`src/rtl/vlc_hybrid_codeword_if.sv`:
```
// rtl/vlc_hybrid_codeword_if.sv - symbol/codeword handshake bundle for the VLC codeword generator
//
// Purpose: groups the input symbol stream, the output codeword stream and the
// bit-count statistics of vlc_hybrid_codeword into one bundle.
// Port summary:
//   in_valid/in_ready   : input symbol handshake
//   val, mode, k_exp, k_rice, switch_bits, sign_en, sign : per-symbol fields
//   out_valid/out_ready : output codeword handshake
//   codeword, code_len, ovf : right-aligned code bits, length, overflow flag
//   clr_stats, total_bits   : statistics clear and running emitted-bit total
// Modports: master = symbol producer / codeword consumer, slave = generator.

interface vlc_hybrid_codeword_if #(
  parameter int VAL_W = 16,
  parameter int CW_W  = 48,
  parameter int LEN_W = 8
);
  logic             in_valid;
  logic             in_ready;
  logic [VAL_W-1:0] val;
  logic             mode;
  logic [2:0]       k_exp;
  logic [2:0]       k_rice;
  logic [2:0]       switch_bits;
  logic             sign_en;
  logic             sign;
  logic             out_valid;
  logic             out_ready;
  logic [CW_W-1:0]  codeword;
  logic [LEN_W-1:0] code_len;
  logic             ovf;
  logic             clr_stats;
  logic [31:0]      total_bits;

  modport master (
    output in_valid, val, mode, k_exp, k_rice, switch_bits, sign_en, sign,
    output out_ready, clr_stats,
    input  in_ready, out_valid, codeword, code_len, ovf, total_bits
  );

  modport slave (
    input  in_valid, val, mode, k_exp, k_rice, switch_bits, sign_en, sign,
    input  out_ready, clr_stats,
    output in_ready, out_valid, codeword, code_len, ovf, total_bits
  );
endinterface

```
`src/rtl/vlc_hybrid_codeword.sv`:
```
// rtl/vlc_hybrid_codeword.sv - pipelined exp-Golomb / hybrid Rice codeword generator
//
// Purpose: turns unsigned magnitudes into exp-Golomb or hybrid Rice/exp-Golomb
// codewords (optional trailing sign bit), emitted right-aligned with their
// length, and keeps a running total of emitted bits.
// Ports:
//   clk     : clock, all state on the rising edge
//   reset_n : asynchronous active-low reset
//   bus     : vlc_hybrid_codeword_if.slave (symbol in, codeword out, stats)
// Pipeline: field capture, S1 branch select / s formation, S2 leading-one
// encode, S3 length, sign and overflow into the output registers. All ranks
// move together on adv = !out_valid | out_ready.

module vlc_hybrid_codeword #(
  parameter int VAL_W = 16,
  parameter int CW_W  = 48,
  parameter int LEN_W = 8
) (
  input logic                  clk,
  input logic                  reset_n,
  vlc_hybrid_codeword_if.slave bus
);
  localparam int IW = VAL_W + 9;
  localparam int EW = $clog2(IW);
  localparam int PW = (CW_W > IW + 1) ? CW_W : IW + 1;
  localparam logic [IW-1:0] CW_MAX = IW'(CW_W);

  logic w_adv;
  logic w_hs;

  // Field capture rank
  logic             r0_valid;
  logic [VAL_W-1:0] r0_val;
  logic             r0_mode;
  logic [2:0]       r0_k_exp;
  logic [2:0]       r0_k_rice;
  logic [2:0]       r0_sw;
  logic             r0_sign_en;
  logic             r0_sign;

  // S1 result rank
  logic          r1_valid;
  logic          r1_rice;
  logic          r1_mode;
  logic [IW-1:0] r1_pat;
  logic [2:0]    r1_q;
  logic [2:0]    r1_k_exp;
  logic [2:0]    r1_k_rice;
  logic [2:0]    r1_sw;
  logic          r1_sign_en;
  logic          r1_sign;

  // S2 result rank
  logic          r2_valid;
  logic          r2_rice;
  logic          r2_mode;
  logic [IW-1:0] r2_pat;
  logic [2:0]    r2_q;
  logic [EW-1:0] r2_e;
  logic [2:0]    r2_k_exp;
  logic [2:0]    r2_k_rice;
  logic [2:0]    r2_sw;
  logic          r2_sign_en;
  logic          r2_sign;

  // Output rank
  logic             r3_valid;
  logic [CW_W-1:0]  r3_cw;
  logic [LEN_W-1:0] r3_len;
  logic             r3_ovf;
  logic [31:0]      r_total;

  assign w_adv        = !r3_valid || bus.out_ready;
  assign w_hs         = r3_valid && bus.out_ready;
  assign bus.in_ready = w_adv;

  always_ff @(posedge clk or negedge reset_n) begin
    if (!reset_n) begin
      r0_valid   <= 1'b0;
      r0_val     <= '0;
      r0_mode    <= 1'b0;
      r0_k_exp   <= '0;
      r0_k_rice  <= '0;
      r0_sw      <= '0;
      r0_sign_en <= 1'b0;
      r0_sign    <= 1'b0;
    end else if (w_adv) begin
      r0_valid   <= bus.in_valid;
      r0_val     <= bus.val;
      r0_mode    <= bus.mode;
      r0_k_exp   <= bus.k_exp;
      r0_k_rice  <= bus.k_rice;
      r0_sw      <= bus.switch_bits;
      r0_sign_en <= bus.sign_en;
      r0_sign    <= bus.sign;
    end
  end

  // S1: branch select and pattern formation
  logic [IW-1:0] w_val_x;
  logic [IW-1:0] w_one_k;
  logic [IW-1:0] w_one_r;
  logic [IW-1:0] w_f;
  logic [IW-1:0] w_s;
  logic [IW-1:0] w_rice_pat;
  logic          w_is_rice;
  logic [2:0]    w_q;

  always_comb begin
    w_val_x    = IW'(r0_val);
    w_one_k    = IW'(1) << r0_k_exp;
    w_one_r    = IW'(1) << r0_k_rice;
    w_f        = (IW'(r0_sw) + IW'(1)) << r0_k_rice;
    w_is_rice  = r0_mode && (w_val_x < w_f);
    w_rice_pat = w_one_r | (w_val_x & (w_one_r - IW'(1)));
    // In the escape branch val >= F, so the subtraction never wraps.
    w_s        = r0_mode ? (w_val_x - w_f + w_one_k) : (w_val_x + w_one_k);
    // On the Rice branch val < (switch_bits+1) << k_rice, so the quotient
    // is at most switch_bits and three bits hold it.
    w_q        = 3'(w_val_x >> r0_k_rice);
  end

  always_ff @(posedge clk or negedge reset_n) begin
    if (!reset_n) begin
      r1_valid   <= 1'b0;
      r1_rice    <= 1'b0;
      r1_mode    <= 1'b0;
      r1_pat     <= '0;
      r1_q       <= '0;
      r1_k_exp   <= '0;
      r1_k_rice  <= '0;
      r1_sw      <= '0;
      r1_sign_en <= 1'b0;
      r1_sign    <= 1'b0;
    end else if (w_adv) begin
      r1_valid   <= r0_valid;
      r1_rice    <= w_is_rice;
      r1_mode    <= r0_mode;
      r1_pat     <= w_is_rice ? w_rice_pat : w_s;
      r1_q       <= w_q;
      r1_k_exp   <= r0_k_exp;
      r1_k_rice  <= r0_k_rice;
      r1_sw      <= r0_sw;
      r1_sign_en <= r0_sign_en;
      r1_sign    <= r0_sign;
    end
  end

  // S2: position of the leading one of s (ignored on the Rice branch)
  logic [EW-1:0] w_e;

  always_comb begin
    w_e = '0;
    for (int i = 0; i < IW; i++) begin
      if (r1_pat[i]) w_e = EW'(i);
    end
  end

  always_ff @(posedge clk or negedge reset_n) begin
    if (!reset_n) begin
      r2_valid   <= 1'b0;
      r2_rice    <= 1'b0;
      r2_mode    <= 1'b0;
      r2_pat     <= '0;
      r2_q       <= '0;
      r2_e       <= '0;
      r2_k_exp   <= '0;
      r2_k_rice  <= '0;
      r2_sw      <= '0;
      r2_sign_en <= 1'b0;
      r2_sign    <= 1'b0;
    end else if (w_adv) begin
      r2_valid   <= r1_valid;
      r2_rice    <= r1_rice;
      r2_mode    <= r1_mode;
      r2_pat     <= r1_pat;
      r2_q       <= r1_q;
      r2_e       <= w_e;
      r2_k_exp   <= r1_k_exp;
      r2_k_rice  <= r1_k_rice;
      r2_sw      <= r1_sw;
      r2_sign_en <= r1_sign_en;
      r2_sign    <= r1_sign;
    end
  end

  // S3: length, sign append and overflow check at full internal width
  logic [IW-1:0] w_len_eg;
  logic [IW-1:0] w_len_base;
  logic [IW-1:0] w_len;
  logic [IW:0]   w_pat_sg;
  logic [PW-1:0] w_pat_x;
  logic          w_ovf;

  always_comb begin
    // s >= 1 << k_exp, so e >= k_exp and this never wraps
    w_len_eg   = IW'({r2_e, 1'b0}) + IW'(1) - IW'(r2_k_exp);
    if (r2_rice) begin
      w_len_base = IW'(r2_q) + IW'(1) + IW'(r2_k_rice);
    end else if (r2_mode) begin
      w_len_base = w_len_eg + IW'(r2_sw) + IW'(1);
    end else begin
      w_len_base = w_len_eg;
    end
    w_len    = w_len_base + IW'(r2_sign_en);
    w_pat_sg = r2_sign_en ? {r2_pat, r2_sign} : {1'b0, r2_pat};
    w_pat_x  = PW'(w_pat_sg);
    w_ovf    = w_len > CW_MAX;
  end

  always_ff @(posedge clk or negedge reset_n) begin
    if (!reset_n) begin
      r3_valid <= 1'b0;
      r3_cw    <= '0;
      r3_len   <= '0;
      r3_ovf   <= 1'b0;
    end else if (w_adv) begin
      r3_valid <= r2_valid;
      r3_ovf   <= r2_valid && w_ovf;
      if (r2_valid && !w_ovf) begin
        r3_cw  <= w_pat_x[CW_W-1:0];
        r3_len <= LEN_W'(w_len);
      end else begin
        r3_cw  <= '0;
        r3_len <= '0;
      end
    end
  end

  // Clear wins over accumulation but still counts a coincident handshake.
  always_ff @(posedge clk or negedge reset_n) begin
    if (!reset_n) begin
      r_total <= '0;
    end else if (bus.clr_stats) begin
      r_total <= w_hs ? 32'(r3_len) : 32'd0;
    end else if (w_hs) begin
      r_total <= r_total + 32'(r3_len);
    end
  end

  assign bus.out_valid  = r3_valid;
  assign bus.codeword   = r3_cw;
  assign bus.code_len   = r3_len;
  assign bus.ovf        = r3_ovf;
  assign bus.total_bits = r_total;

endmodule

```
`src/flat_wrapper.sv`:
```
// flat-port wrapper written by rule: the top's interface ports become plain ports
module vlc_hybrid_codeword_flat 
#(
  parameter int VAL_W = 16,
  parameter int CW_W  = 48,
  parameter int LEN_W = 8
)
  (clk, reset_n, bus_in_valid, bus_val, bus_mode, bus_k_exp, bus_k_rice, bus_switch_bits, bus_sign_en, bus_sign, bus_out_ready, bus_clr_stats, bus_in_ready, bus_out_valid, bus_codeword, bus_code_len, bus_ovf, bus_total_bits);
  vlc_hybrid_codeword_if #(.VAL_W(VAL_W), .CW_W(CW_W), .LEN_W(LEN_W)) bus_i ();
  input logic clk;
  input logic reset_n;
  input wire logic [$bits(bus_i.in_valid)-1:0] bus_in_valid;
  input wire logic [$bits(bus_i.val)-1:0] bus_val;
  input wire logic [$bits(bus_i.mode)-1:0] bus_mode;
  input wire logic [$bits(bus_i.k_exp)-1:0] bus_k_exp;
  input wire logic [$bits(bus_i.k_rice)-1:0] bus_k_rice;
  input wire logic [$bits(bus_i.switch_bits)-1:0] bus_switch_bits;
  input wire logic [$bits(bus_i.sign_en)-1:0] bus_sign_en;
  input wire logic [$bits(bus_i.sign)-1:0] bus_sign;
  input wire logic [$bits(bus_i.out_ready)-1:0] bus_out_ready;
  input wire logic [$bits(bus_i.clr_stats)-1:0] bus_clr_stats;
  output wire logic [$bits(bus_i.in_ready)-1:0] bus_in_ready;
  output wire logic [$bits(bus_i.out_valid)-1:0] bus_out_valid;
  output wire logic [$bits(bus_i.codeword)-1:0] bus_codeword;
  output wire logic [$bits(bus_i.code_len)-1:0] bus_code_len;
  output wire logic [$bits(bus_i.ovf)-1:0] bus_ovf;
  output wire logic [$bits(bus_i.total_bits)-1:0] bus_total_bits;
  assign bus_i.in_valid = bus_in_valid;
  assign bus_i.val = bus_val;
  assign bus_i.mode = bus_mode;
  assign bus_i.k_exp = bus_k_exp;
  assign bus_i.k_rice = bus_k_rice;
  assign bus_i.switch_bits = bus_switch_bits;
  assign bus_i.sign_en = bus_sign_en;
  assign bus_i.sign = bus_sign;
  assign bus_i.out_ready = bus_out_ready;
  assign bus_i.clr_stats = bus_clr_stats;
  assign bus_in_ready = bus_i.in_ready;
  assign bus_out_valid = bus_i.out_valid;
  assign bus_codeword = bus_i.codeword;
  assign bus_code_len = bus_i.code_len;
  assign bus_ovf = bus_i.ovf;
  assign bus_total_bits = bus_i.total_bits;
  vlc_hybrid_codeword #(.VAL_W(VAL_W), .CW_W(CW_W), .LEN_W(LEN_W)) u_core (.clk(clk), .reset_n(reset_n), .bus(bus_i));
endmodule
```
`config.mk`:
```
export PLATFORM = sky130hd
export DESIGN_NAME = vlc_hybrid_codeword_flat
export DESIGN_NICKNAME = d
export VERILOG_FILES = /design/src/rtl/vlc_hybrid_codeword_if.sv /design/src/rtl/vlc_hybrid_codeword.sv /design/src/flat_wrapper.sv
export SDC_FILE = /design/constraint.sdc
export NUM_CORES = 1
export LEC_CHECK = 0
export ABC_CLOCK_PERIOD_IN_PS = 5600
export BUFFER_PORTS_ARGS = -buffer_cell sky130_fd_sc_hd__buf_2
export CAP_MARGIN = 20
export CORE_MARGIN = 8
export CORE_UTILIZATION = 60
export DETAILED_ROUTE_END_ITERATION = 7
export PLACE_DENSITY = 0.81
export SLEW_MARGIN = 15
export SYNTH_ARGS = -nofsm -noshare
export SYNTH_HDL_FRONTEND = slang
export SYNTH_SLANG_ARGS = --single-unit
export TNS_END_PERCENT = 100
```
`constraint.sdc`:
```
create_clock -name clk -period 5.6 [get_ports clk]
set_input_delay 0.56 -clock clk [delete_from_list [all_inputs] [get_ports clk]]
set_output_delay 0.56 -clock clk [all_outputs]
set_load 0.01 [all_outputs]
```
== After elaboration in Yosys (flattened, before gate mapping) ==
Cells that the tools add are included.

* Bits in registers: 208
* Input bits: 33
* Output and inout bits: 91

* Add/sub/neg operators: 13
* Magnitude comparators: 2
* Shift operators: 4
* Mux-type cells: 34
* Bitwise logic cells: 2
* Reduce and logical (&&, ||, !) cells: 8

{| class="wikitable"
|+ Operators with widths
! operator !! count
|-
| $mux 25 || 4
|-
| $mux 32 || 2
|-
| $mux 26 || 2
|-
| $add 25x3->25 || 2
|-
| $shl 1x3->25 const A || 2
|-
| $mux 5 || 9
|-
| $add 32x8->32 || 1
|-
| $mux 4 || 8
|-
| $add 16x25->25 || 1
|-
| $add 25x1->25 || 1
|-
| $add 25x1->25 const B || 1
|-
| $add 25x25->25 || 1
|-
| $and 16x25->25 || 1
|-
| $gt 25x6->1 const B || 1
|-
| $lt 16x25->1 || 1
|-
| $or 25x25->25 || 1
|-
| $shl 25x3->25 || 1
|-
| $sub 16x25->25 || 1
|-
| $sub 25x1->25 const B || 1
|-
| $sub 25x3->25 || 1
|-
| $mux 8 || 2
|-
| $shr 16x3->3 || 1
|-
| $mux 3 || 4
|-
| $add 3x1->4 const B || 2
|-
| 7 further kinds || 12
|}

== Longest topological paths before layout ==
* Depth in word-level cells: 24
* Mapped depth: 18

== Least setup slack after synthesis ==
OpenSTA, ideal clock, no wires.

* Kind: reg2reg
* From: register u_core.r0_k_rice[0]
* To: register u_core.r1_pat[14]
* Library setup time: 0.126 ns
* Arrival time: 3.685 ns
* Path slack: 1.789 ns
* Cell stages (with the launch flop): 17
* Period minus slack after synthesis: 3.811 ns
* Cell sequence: dfrtp_1 clkbuf_1 clkbuf_1 o21ai_0 nand2_1 inv_1 fa_1 inv_1 ha_1 nor2b_1 o21a_1 o21ai_0 a21oi_1 a221o_1 a21oi_1 xnor2_1 a221o_1

* Word-level cells in the longest chain between the ends: 5
* Elaborated cells between the ends (all ways): 11
* Classes of those cells: add/sub (3); order compare (1); shift (2); mux (2); bitwise (2); reduce/logical (1)

{| class="wikitable"
|+ RTL lines
! item !! line !! RTL
|-
| start, declared || vlc_hybrid_codeword.sv:36 || <nowiki>logic [2:0] r0_k_rice;</nowiki>
|-
| start signal, assigned || vlc_hybrid_codeword.sv:92 || <nowiki>r0_k_rice <= bus.k_rice;</nowiki>
|-
| $shl 25x3->25 / $shl 1x3->25 (equally long branches) || vlc_hybrid_codeword.sv:113, vlc_hybrid_codeword.sv:112 ||
|-
| $sub 16x25->25 / $sub 25x1->25 (equally long branches) || vlc_hybrid_codeword.sv:117, vlc_hybrid_codeword.sv:115 ||
|-
| $add 25x25->25 / $and 16x25->25 (equally long branches) || vlc_hybrid_codeword.sv:117, vlc_hybrid_codeword.sv:115 ||
|-
| $mux 25 / $or 25x25->25 (equally long branches) || vlc_hybrid_codeword.sv:117, vlc_hybrid_codeword.sv:115 ||
|-
| $mux 25 * || vlc_hybrid_codeword.sv:139 || <nowiki>r1_pat <= w_is_rice ? w_rice_pat : w_s;</nowiki>
|-
| end signal, assigned || vlc_hybrid_codeword.sv:139 ||
|-
| end, declared || vlc_hybrid_codeword.sv:45 || <nowiki>logic [IW-1:0] r1_pat;</nowiki>
|}

Every way passes the cells marked *; elsewhere a longest branch is shown, timed or not.
A chain may end at the register's enable or synchronous reset.

== Worst setup path in the final report ==
* From: register u_core.r0_k_rice[0]
* To: register u_core.r1_pat[24]

The elaborated chain is that of the path after synthesis.

==> flow_summary.yaml <==
final_layout:
  num-nets-final: 1553
  drive_above_1_share_pct: 12.2
  syn_to_final_growth_pct: 10.2
  diodes: 0
clocking:
  cts-root-buf: "clkbuf_16"
  clk_pin_slew_ns: 0.07
  numCtsBuffers: 17
  clk_latency_ns: 0.44
  tritoncts: "built"
  cts.sinks: 186
  cts_hold_buf: 0
  cts_buffer_depth: 2
  cts_setup_buffers: 0
  cts_resized: 0
  htree_levels: 4
yosys:
  yosysTopAreaCellShare_pct: 39.6
  synth_common_cells: "291 x nand2_1, 186 x dfrtp_1, 90 x inv_1"
  ys.flop_type: "dfrtp_1"
  netlist_area_sq_mm: 0.0117
  synth_seq_cells: 186
  yosysSeqAreaShare_pct: 39.6
  synth_area_leaders: "dfrtp_1 40%, nand2_1 9.3%, ha_1 6.9%, o21ai_0 3.5%, mux2i_1 3.2%"
  yosysWarnings: 0
  netlist_instances: 1379
  synth_cell_type_count: 72
  yosysMostFrequentCell: "nand2_1"
  syn_avg_cell_area_sq_um: 8.52
  async_flop_share_pct: 100
  yosysTopAreaCell: "dfrtp_1"
  synth_edf_count: 0
worst_setup_path:
  end_kind: "flop"
  worstPathMaxFanout: 24
  worst_setup_path_start_kind: "flop"
  crit_chain: "mux2i_1, nand2_1, o21ai_0, nand2b_1, inv_1, fa_1, inv_1, ha_1, o21ai_0, nand2b_1, a21oi_1, nor3b_1, a221o_1, a311oi_1, nand3_1, nand2_1"
  cp.arrival_ns: 4.75
  path_class: "flop to flop"
  worst_path_largest_cell_delay_ns: 0.85
  r2r_slack_ns: 1.21
  critPathRequiredTime_ns: 5.97
  cpMaxStageDelayCell: "dfrtp_1"
timing:
  maxSlewViolCount: 0
  worst_clock_skew_ns: 0.0124
  final.min_clock_period_ns: 4.39
  hold_viol_final: 0
  grt_setup_unrepaired: "false"
  fin_hold_ws_ns: 0.0958
  tightestPinTransition_ns: 0.914
  fmax_mhz: 228
  fin_setup_tns_ns: 0
  period_share_pct: 78.3
  finalSetupViolations: 0
  relSlewSlack_pct: 39.1
placed_design:
  place_congestion: 0.937
  dp_hpwl_um: 20800
  io_buffers: 101
die:
  core_area_sq_mm: 0.0193
  die_area_sq_mm: 0.0243
  start_util_pct: 60.8
  rows: 51
  pin_count: 124
  die_x_um: 156
  fp.dieH_um: 156
power_and_ir_drop:
  power.density_mw_per_mm2: 559
  internal_power_mw: 4.03
  p_total_mw: 7.24
  switching_share_pct: 44.3
  irDropWorstVdd_uv: 293
  clock_power_share_pct: 17.7
  pwr-share-seq_pct: 31.4
  p_leak_nw: 6.39
  p_switching_mw: 3.21
  power_frac_comb_pct: 50.9
hold_path:
  hp-class: "input port to async pin"
global_route:
  grt_pass1_wl_um: 48400
  grt_max_degree: 73
  grt_overflow: 0
  grt_antenna_before_repair: 0
  grt_usage_pct: 24.3
  first_global_vias: 9813
route:
  viasPerCell: 5.77
  drc_errors: 0
  vias: 9919
  drt_pass1_iterations: 6
  drtAntennaViolNets: 0
  wire_per_inst_um: 16.8
  drt_iter0_drc: 699
  finalWirelength_um: 28800
job:
  drv_cap: 0
run_status:
  status: "complete, no violations"
power by group through the flow:
| stage | logic [mW] | registers, mW | clock network, mW |
|---|---|---|---|
| floorplan | 2.95 | 2.10 | 0 |
| global placement | 3.53 | 2.26 | 0 |
| detailed placement | 3.61 | 2.29 | 0 |
| CTS | 3.67 | 2.26 | 1.29 |
| global route | 4.16 | 2.33 | 1.35 |
| finish | 3.68 | 2.27 | 1.28 |
per-layer routing:
metal	vias to the layer above	routed length, um	part of all wire (%)	GRT usage [%]
met5	-	0	0	0
met4	0	541	1.9	7.49
met3	42	1670	5.8	4.07
met2	291	14000	49	41.2
met1	4790	12600	44	31.2
li1	4796	-	-	-
per-stage QoR:
step	worst slack (ns)	std cells	instance area, sq um	util (%)
after floorplan	1.79	1400	11800	-
after global placement	1.46	1687	12300	63.7
after detailed placement	1.37	1687	12300	63.7
after CTS	1.30	1719	12900	66.9
after global routing	0.847	1719	12900	66.9
final	1.21	1719	12900	66.9
layout by cell type, fill, tap and decap left out, drive strengths merged, types with 5 or more instances in the layout:
cell    count
or2         5
conb       22
nor3b       6
nand2     291
o211ai      9
a211o       5
o21a        9
and2        9
nor4       12
a21oi      63
xor2        6
nor3       27
xnor2      35
nand2b     12
dfrtp     186
and3       16
mux2i      37
a31oi       7
nor2       75
ha         65
a211oi      9
inv        95
fa         14
a22o        5
or3         7
nand4       9
clkinv      7
nand3      37
o21ai     112
o22ai      10
clkbuf     18
a21o       16
o31ai       9
mux2       16
nor2b      31
buf       108
worst paths after layout:
kind / cells past startpoint / to / startpoint
max: 16 / u_core.r1_pat[24]$_DFFE_PN0P_ / u_core.r0_k_rice[0]$_DFFE_PN0P_
min: 1 / u_core.r2_sign_en$_DFFE_PN0P_ / reset_n
max reg2reg: 16 / u_core.r1_pat[24]$_DFFE_PN0P_ / u_core.r0_k_rice[0]$_DFFE_PN0P_
min reg2reg: 2 / u_core.r1_sign$_DFFE_PN0P_ / u_core.r1_sign$_DFFE_PN0P_
max in group asynchronous: 2 / u_core.r1_k_exp[1]$_DFFE_PN0P_ / reset_n
min in group clk: 3 / u_core.r0_mode$_DFFE_PN0P_ / bus_mode
final cells by class:
cell class                      instances  area, sq um
Multi-Input combinational cell       1035         6400
Clock buffer                           17          425
Fill cell                            1580         6390
Sequential cell                       186         4650
Inverter                               92          347
Clock inverter                         15          208
Timing Repair Buffer                  109          574
Tap cell                              265          332
worst max-delay path, delay by kind of cell, from the launching register on:
kind | cells | cell delay (ns)
flip-flops | 1 | 0.85
AO/OA/AOI/OAI | 5 | 1.30
AND/OR/NAND/NOR | 6 | 0.78
adder cells (fa/ha/maj) | 2 | 0.83
multiplexers | 1 | 0.40
buffers and inverters | 2 | 0.13
kinds of logic after synthesis:
| group | count (synthesis) | share of synthesized area, % |
|---|---|---|
| adders and majority gates | 79 | 9.31 |
| buffers and inverters | 179 | 6.62 |
| and+or+nand+nor | 549 | 21.2 |
| AOI/OAI and AO/OA | 290 | 15.3 |
| other | 1 | 0.0319 |
| xor gates and xnor gates | 41 | 3.06 |
| muxes | 54 | 4.88 |
| DFF | 186 | 39.6 |
registers in the layout, summed over array words and instances, names as in the netlist, 3 cells and up:
| register | flops |
|---|---|
| u_core.r1_pat | 25 |
| u_core.r2_k_rice | 3 |
| u_core.r0_k_rice | 3 |
| u_core.r1_q | 3 |
| u_core.r0_val | 16 |
| u_core.r2_sw | 3 |
| u_core.r2_pat | 25 |
| u_core.r1_k_rice | 3 |
| u_core.bus.codeword | 26 |
| u_core.r0_k_exp | 3 |
| u_core.r1_sw | 3 |
| u_core.r2_e | 5 |
| u_core.bus.total_bits | 32 |
| u_core.r1_k_exp | 3 |
| u_core.r2_k_exp | 3 |
| u_core.r0_sw | 3 |
| u_core.r2_q | 3 |
| u_core.bus.code_len | 8 |
Power figures use the tool's default switching activity.
